### src/rtl/led_breather.sv
`default_nettype none
// +--------------------------------------------------------------------------+
// | led_breather : mode-selected PWM LED driver (off / on / breathe / blink)   |
// | Revision     : 1.0                                                         |
// +--------------------------------------------------------------------------+
module led_breather #(
   parameter int PWM_BITS = 8,
   parameter int STEP_DIV = 195312
) (
   input  logic                sysClk,
   input  logic                rst,
   input  logic [1:0]          mode,
   input  logic                tick,
   output logic                led,
   output logic [PWM_BITS-1:0] level,
   output logic                dirUp
);

   localparam int STEP_W = (STEP_DIV > 1) ? $clog2(STEP_DIV) : 1;

   localparam logic [PWM_BITS-1:0] c_level_max = {PWM_BITS{1'b1}};
   localparam logic [PWM_BITS-1:0] c_level_one = {{(PWM_BITS-1){1'b0}}, 1'b1};
   localparam logic [PWM_BITS:0]   c_duty_full = {1'b1, {PWM_BITS{1'b0}}};
   localparam logic [PWM_BITS:0]   c_duty_zero = '0;
   localparam logic [STEP_W-1:0]   c_step_last = STEP_W'(STEP_DIV - 1);
   localparam logic [STEP_W-1:0]   c_step_one  = STEP_W'(1);

   localparam logic [1:0] c_mode_off     = 2'b00;
   localparam logic [1:0] c_mode_on      = 2'b01;
   localparam logic [1:0] c_mode_breathe = 2'b10;
   localparam logic [1:0] c_mode_blink   = 2'b11;

   typedef enum logic [0:0] {
      ST_UP   = 1'b0,
      ST_DOWN = 1'b1
   } breathe_state_e;

   breathe_state_e        state_q,    state_d;
   logic [PWM_BITS-1:0]   pwm_cnt_q,  pwm_cnt_d;
   logic [PWM_BITS:0]     duty_q,     duty_d;
   logic                  led_q,      led_d;
   logic [PWM_BITS-1:0]   level_q,    level_d;
   logic [STEP_W-1:0]     step_cnt_q, step_cnt_d;
   logic                  blink_on_q, blink_on_d;

   logic                  w_breathe;
   logic                  w_blink;
   logic                  w_step;
   logic                  w_frame_end;
   logic [2*PWM_BITS-1:0] w_level_sq;
   logic [PWM_BITS:0]     w_duty_next;

   assign w_breathe   = (mode == c_mode_breathe);
   assign w_blink     = (mode == c_mode_blink);
   assign w_step      = w_breathe && (step_cnt_q == c_step_last);
   assign w_frame_end = (pwm_cnt_q == c_level_max);

   // Square-law gamma: the top half of the full-width product keeps low levels dim.
   assign w_level_sq  = {{PWM_BITS{1'b0}}, level_q} * {{PWM_BITS{1'b0}}, level_q};

   always_comb begin
      w_duty_next = c_duty_zero;
      case (mode)
         c_mode_off:     w_duty_next = c_duty_zero;
         c_mode_on:      w_duty_next = c_duty_full;
         c_mode_breathe: w_duty_next = {1'b0, w_level_sq[2*PWM_BITS-1:PWM_BITS]};
         c_mode_blink:   w_duty_next = blink_on_q ? c_duty_full : c_duty_zero;
         default:        w_duty_next = c_duty_zero;
      endcase
   end

   always_comb begin
      pwm_cnt_d = pwm_cnt_q + c_level_one;
      duty_d    = w_frame_end ? w_duty_next : duty_q;
      led_d     = ({1'b0, pwm_cnt_q} < duty_q);
   end

   // Any cycle outside breathe rearms the ramp so each entry starts dark and rising.
   always_comb begin
      state_d    = state_q;
      level_d    = level_q;
      step_cnt_d = step_cnt_q;
      if (!w_breathe) begin
         state_d    = ST_UP;
         level_d    = '0;
         step_cnt_d = '0;
      end else begin
         step_cnt_d = w_step ? '0 : (step_cnt_q + c_step_one);
         if (w_step) begin
            case (state_q)
               ST_UP: begin
                  if (level_q == c_level_max) begin
                     state_d = ST_DOWN;
                     level_d = c_level_max - c_level_one;
                  end else begin
                     level_d = level_q + c_level_one;
                  end
               end
               ST_DOWN: begin
                  if (level_q == '0) begin
                     state_d = ST_UP;
                     level_d = c_level_one;
                  end else begin
                     level_d = level_q - c_level_one;
                  end
               end
               default: begin
                  state_d = ST_UP;
                  level_d = '0;
               end
            endcase
         end
      end
   end

   always_comb begin
      blink_on_d = w_blink ? (blink_on_q ^ tick) : 1'b0;
   end

   always_ff @(posedge sysClk) begin
      if (rst) begin
         state_q    <= ST_UP;
         pwm_cnt_q  <= '0;
         duty_q     <= '0;
         led_q      <= 1'b0;
         level_q    <= '0;
         step_cnt_q <= '0;
         blink_on_q <= 1'b0;
      end else begin
         state_q    <= state_d;
         pwm_cnt_q  <= pwm_cnt_d;
         duty_q     <= duty_d;
         led_q      <= led_d;
         level_q    <= level_d;
         step_cnt_q <= step_cnt_d;
         blink_on_q <= blink_on_d;
      end
   end

   assign led   = led_q;
   assign level = level_q;
   assign dirUp = (state_q == ST_UP);

endmodule
`default_nettype wire

### config.mk
export PLATFORM = sky130hd
export DESIGN_NAME = led_breather
export DESIGN_NICKNAME = d
export VERILOG_FILES = /design/src/rtl/led_breather.sv
export SDC_FILE = /design/constraint.sdc
export NUM_CORES = 1
export LEC_CHECK = 0
export BUFFER_PORTS_ARGS = -buffer_cell sky130_fd_sc_hd__clkbuf_2
export CELL_PAD_IN_SITES_DETAIL_PLACEMENT = 0
export CELL_PAD_IN_SITES_GLOBAL_PLACEMENT = 1
export CORE_ASPECT_RATIO = 0.9
export CORE_MARGIN = 5
export CORE_UTILIZATION = 50
export CTS_BUF_LIST = sky130_fd_sc_hd__clkbuf_8
export DETAILED_ROUTE_END_ITERATION = 8
export GPL_ROUTABILITY_DRIVEN = 1
export PLACE_DENSITY = 0.93
export SLEW_MARGIN = 30
export SYNTH_ARGS = -nofsm -noshare
export SYNTH_HDL_FRONTEND = slang
export SYNTH_SLANG_ARGS = --single-unit
### constraint.sdc
create_clock -name sysClk -period 5.3 [get_ports sysClk]
set_clock_uncertainty 0.05 [all_clocks]
set_input_delay 0.265 -clock sysClk [delete_from_list [all_inputs] [get_ports sysClk]]
set_output_delay 0.265 -clock sysClk [all_outputs]
set_load 0.02 [all_outputs]
Word-level counts from Yosys, hierarchy flattened
Cells that the tools add are included.
Storage, ports and cells
  bits in registers: 46
  input bits: 5
  output and inout port bits: 10
  word-level logic and storage cells: 37
Operators by class
  $add $sub $neg: 4
  multipliers: 1
  order comparisons: 1
  equal/unequal tests: 6
  muxes and demuxes: 8
  bitwise logic cells: 4
  reductions and logical operators: 6
Operators with widths (count)
  $pmux 9 s4: 1
  $add 18x1->18 const B: 1
  $eq 18x18->1 const B: 1
  $add 8x1->8 const B: 2
  $eq 8x8->1 const B: 2
  $mul 8x8->16: 1
  $mux 8: 2
  $pmux 8 s2: 1
  $lt 8x9->1: 1
  $mux 9: 1
  $logic_not 8->1: 1
  $sub 8x1->8 const B: 1
  $eq 2x2->1 const B: 2
  $reduce_or 2->1: 2
  $not 1->1: 3
  $reduce_or 3->1: 1
  $eq 2x1->1 const B: 1
  $logic_not 2->1: 1
  $mux 1: 2
  $pmux 1 s2: 1
  $logic_and 1x1->1: 1
  $xor 1x1->1: 1

Longest topological paths before layout
  depth after elaboration: 3
  gate-level depth with buffers: 17
  depth with buffers taken out: 16

Worst setup path after synthesis
No wires, ideal clock.
  path type: register to register
  start point: reg level_q[5], in the netlist level[5]
  end point: reg duty_q[7]
  setup time: 0.117 ns
  arrival: 4.670 ns
  data required time: 5.133 ns
  setup slack: 0.462 ns
  cell stages (with the launch flop): 17
  cells stage by stage: dfxtp_1 > buf_2 > clkinv_1 > nor2_1 > fa_1 > fa_1 > inv_1 > fa_1 > fa_1 > inv_1 > ha_1 > a21o_1 > a31o_1 > a31oi_4 > a21oi_2 > a211o_1 > a32o_1
Between the ends
  longest elaborated chain between the ends: 2
Ends and longest elaborated chain
  from (decl): line 42  | logic [PWM_BITS-1:0] level_q, level_d;
  from (signal assigned): line 134  | level_q <= level_d;
  $mul 8x8->16: line 59  | assign w_level_sq = {{PWM_BITS{1'b0}}, level_q} * {{PWM_BITS{1'b0}}, level_q};
  $pmux 9 s4: line 63  | case (mode)
  to (signal assigned): line 132  | duty_q <= duty_d;
  to (decl): line 40  | logic [PWM_BITS:0] duty_q, duty_d;
No other way between the ends.
A chain may end at the register's enable or synchronous reset.

Final worst setup path
Same ends and word-level chain as after synthesis.

==> flow_summary.toml <==
[yosys]
synth_top_cell_area_share = 0.241
synth-edff-count = 0
synth_top_family_by_area = "adder cells"
synth_compound_area_frac = 0.127
yosysSeqAreaShare = 0.241
synthCells = 451
synthSimpleGateAreaFrac = 0.210
synth-seq-cells = 46
ys_types = 55
syn-num-nets = 520
async_flop_share = 0
synth_most_common_cell = "inv_1"
yosys.area_share.adder = 0.256
synthMuxAreaShare = 0.00262
syn-cell-area_um2 = 3820
synth_common_cells = "inv_1, nor2_1, dfxtp_1"
synth_top_cell_by_area = "dfxtp_1"
synth_warnings = 0
avgSynthCellArea_um2 = 8.48
yosys-top-cells-area = "dfxtp_1, ha_1, fa_1, inv_1, nor2_1"
synth-main-ff-cell = "dfxtp_1"
synth_xor_area_frac = 0.0824

[timing]
holdWs_ps = 135
hold_viol = 0
tightest_slew_ps = 609
fmax_ghz = 0.207
setup_violations = 0
fin_crit_sh = 0.910
slew_headroom = 0.594
setup_ws_ps = 476
drv_slew = 0
tns_ps = 0
rsz0062_at_grt = "false"
post-route-min-period_ps = 4820

[place]
port-buffer-count = 14
dp_slack_ps = 497
placed_area_um2 = 3980
gp_congestion = 0.874
hpwl_um = 5750

[drt]
drc = 0
wl_um = 7390
antenna_left = 0
via_per_inst = 5.35
vias = 2992
drtPass1Iterations = 6
drtIter0Drc = 124
routedWlPerCell_um = 13.2

[global_route]
grt_max_degree = 18
grt_pass1_vias = 2850
antenna_found_initial = 0
use_met2 = 0.273
gr-total-overflow = 0
grtUsageTotal = 0.168
grt_use_met1 = 0.238
use_met3 = 0.0343
top_usage_layer = "met2"
grt_pass1_wl_um = 13100

[cells_and_area]
final_area_um2 = 4070
drive_above_1_share = 0.0799
diodes = 0
fillers = 736
multiInputGateArea_um2 = 2600
syn_to_final_growth_pct = 6.44
ff_latch_area_um2 = 921
final_nets = 531

[critical_path]
start_kind = "flop"
critical_path_class = "reg2reg"
cp-end-kind = "flop"
worst-endpoint-arrival_ps = 4970
cp.required_ps = 5450
regToRegStartpoint = "level[5]$_SDFFE_PP0P_"
crit_path_max_fanout = 11
cp-startpoint = "level[5]$_SDFFE_PP0P_"

[power]
leakagePower_nw = 1.86
swShare = 0.247
vdd_drop_max_uv = 139
p_int_uw = 452
powerDensity_nw_per_um2 = 148
clockPowerShare = 0.381
pwr-share-seq = 0.585
p_comb_frac = 0.034
power_switching_uw = 149

[floorplan]
die-area_um2 = 9500
start_util = 0.509
pin_count = 15
rows = 30
core_area_um2 = 7510
fp.dieH_um = 93.0
die_x_um = 102

[clock_network]
htreeDepth = 2
clk_pin_slew_ps = 100
cts-root-buf = "clkbuf_8"
clk_path_buf_depth = 2
cts_resized = 0
cts_setup_buffers = 0
numCtsBuffers = 5
hold_buffers = 0
cts_tree = "yes"
clock_latency_ps = 300
clock_sinks = 46

[outcome]
outcome = "finished, final reports clean"

[hold_path]
hold_class = "in2reg"
worstHoldStart = "mode[1]"

[run]
maxCapViolations = 0
[state kept, by name, indices dropped and copies added, names as in the netlist]
register	count
led	1
blink_on_q	1
duty_q	9
state_q	1
level	8
pwm_cnt_q	8
step_cnt_q	18
[critical path, stage by stage, from the launching register on]
cell	delay [ps]
dfxtp_1	540
clkinv_1	150
nor2_1	200
fa_1	470
fa_1	540
inv_1	50
fa_1	500
fa_1	540
inv_1	40
ha_1	350
a21o_1	220
a31o_1	240
a31oi_4	240
a21oi_2	110
a211o_1	240
a32o_1	250
[path summary, 6_finish.rpt]
check | to | slack (ps) | cells after the start
max reg2reg | duty_q[7]$_SDFFE_PP0N_ | 480 | 15
min reg2reg | step_cnt_q[0]$_SDFF_PP0_ | 420 | 1
min | blink_on_q$_SDFF_PP0_ | 130 | 3
max | duty_q[7]$_SDFFE_PP0N_ | 480 | 15
[layout by cell type, fill, tap and decap left out, types with 14 or more instances in the layout]
cell,synthesis,final
a21oi_1,21,21
and2_1,16,16
clkbuf_2,0,14
dfxtp_1,46,46
fa_1,24,24
ha_1,40,40
inv_1,59,59
nand2_1,30,30
nand3_1,21,21
nor2_1,47,47
xnor2_1,19,19
xor2_1,17,17
[stage by stage]
stage                     utilization  cells  power [mW]
after floorplan                     -    451       0.374
after global placement          0.530    551       0.380
after detailed placement        0.530    551       0.380
after CTS                       0.542    559       0.609
after global routing            0.542    559       0.628
final                           0.542    559       0.601
[routing by layer]
metal / wire length (um) / share of wire
met2: 3510 / 0.47
met1: 3530 / 0.48
met4: 36 / 0.0049
met3: 312 / 0.042
met5: 0 / 0
[power groups by stage]
stage          sequential (mW)  combinational [mW]  clock, mW
6_report                 0.352              0.0206      0.229
5_1_grt                  0.352              0.0238      0.251
4_1_cts                  0.352              0.0208      0.237
3_5_place_dp             0.360              0.0205          0
3_3_place_gp             0.360              0.0201          0
2_1_floorplan            0.360              0.0142          0
[layout make-up]
type / instances / area share
clock buffers: 5 / 0.0169
clock inverters: 3 / 0.00584
inverters: 60 / 0.0553
multi-input cells: 329 / 0.638
flip-flops and latches: 46 / 0.226
well taps: 96 / 0.0295
repair buffers: 20 / 0.0283
[cells by family (layout without fill, tap and decap cells)]
logic type      Yosys count  count (layout)
fa+ha+maj                64              64
xor+xnor                 36              36
mux                       1               1
flops                    46              46
simple gates            157             157
compound gates           70              70
buf+inv                  76              88
other cells               1               1
Power figures use the tool's default switching activity.
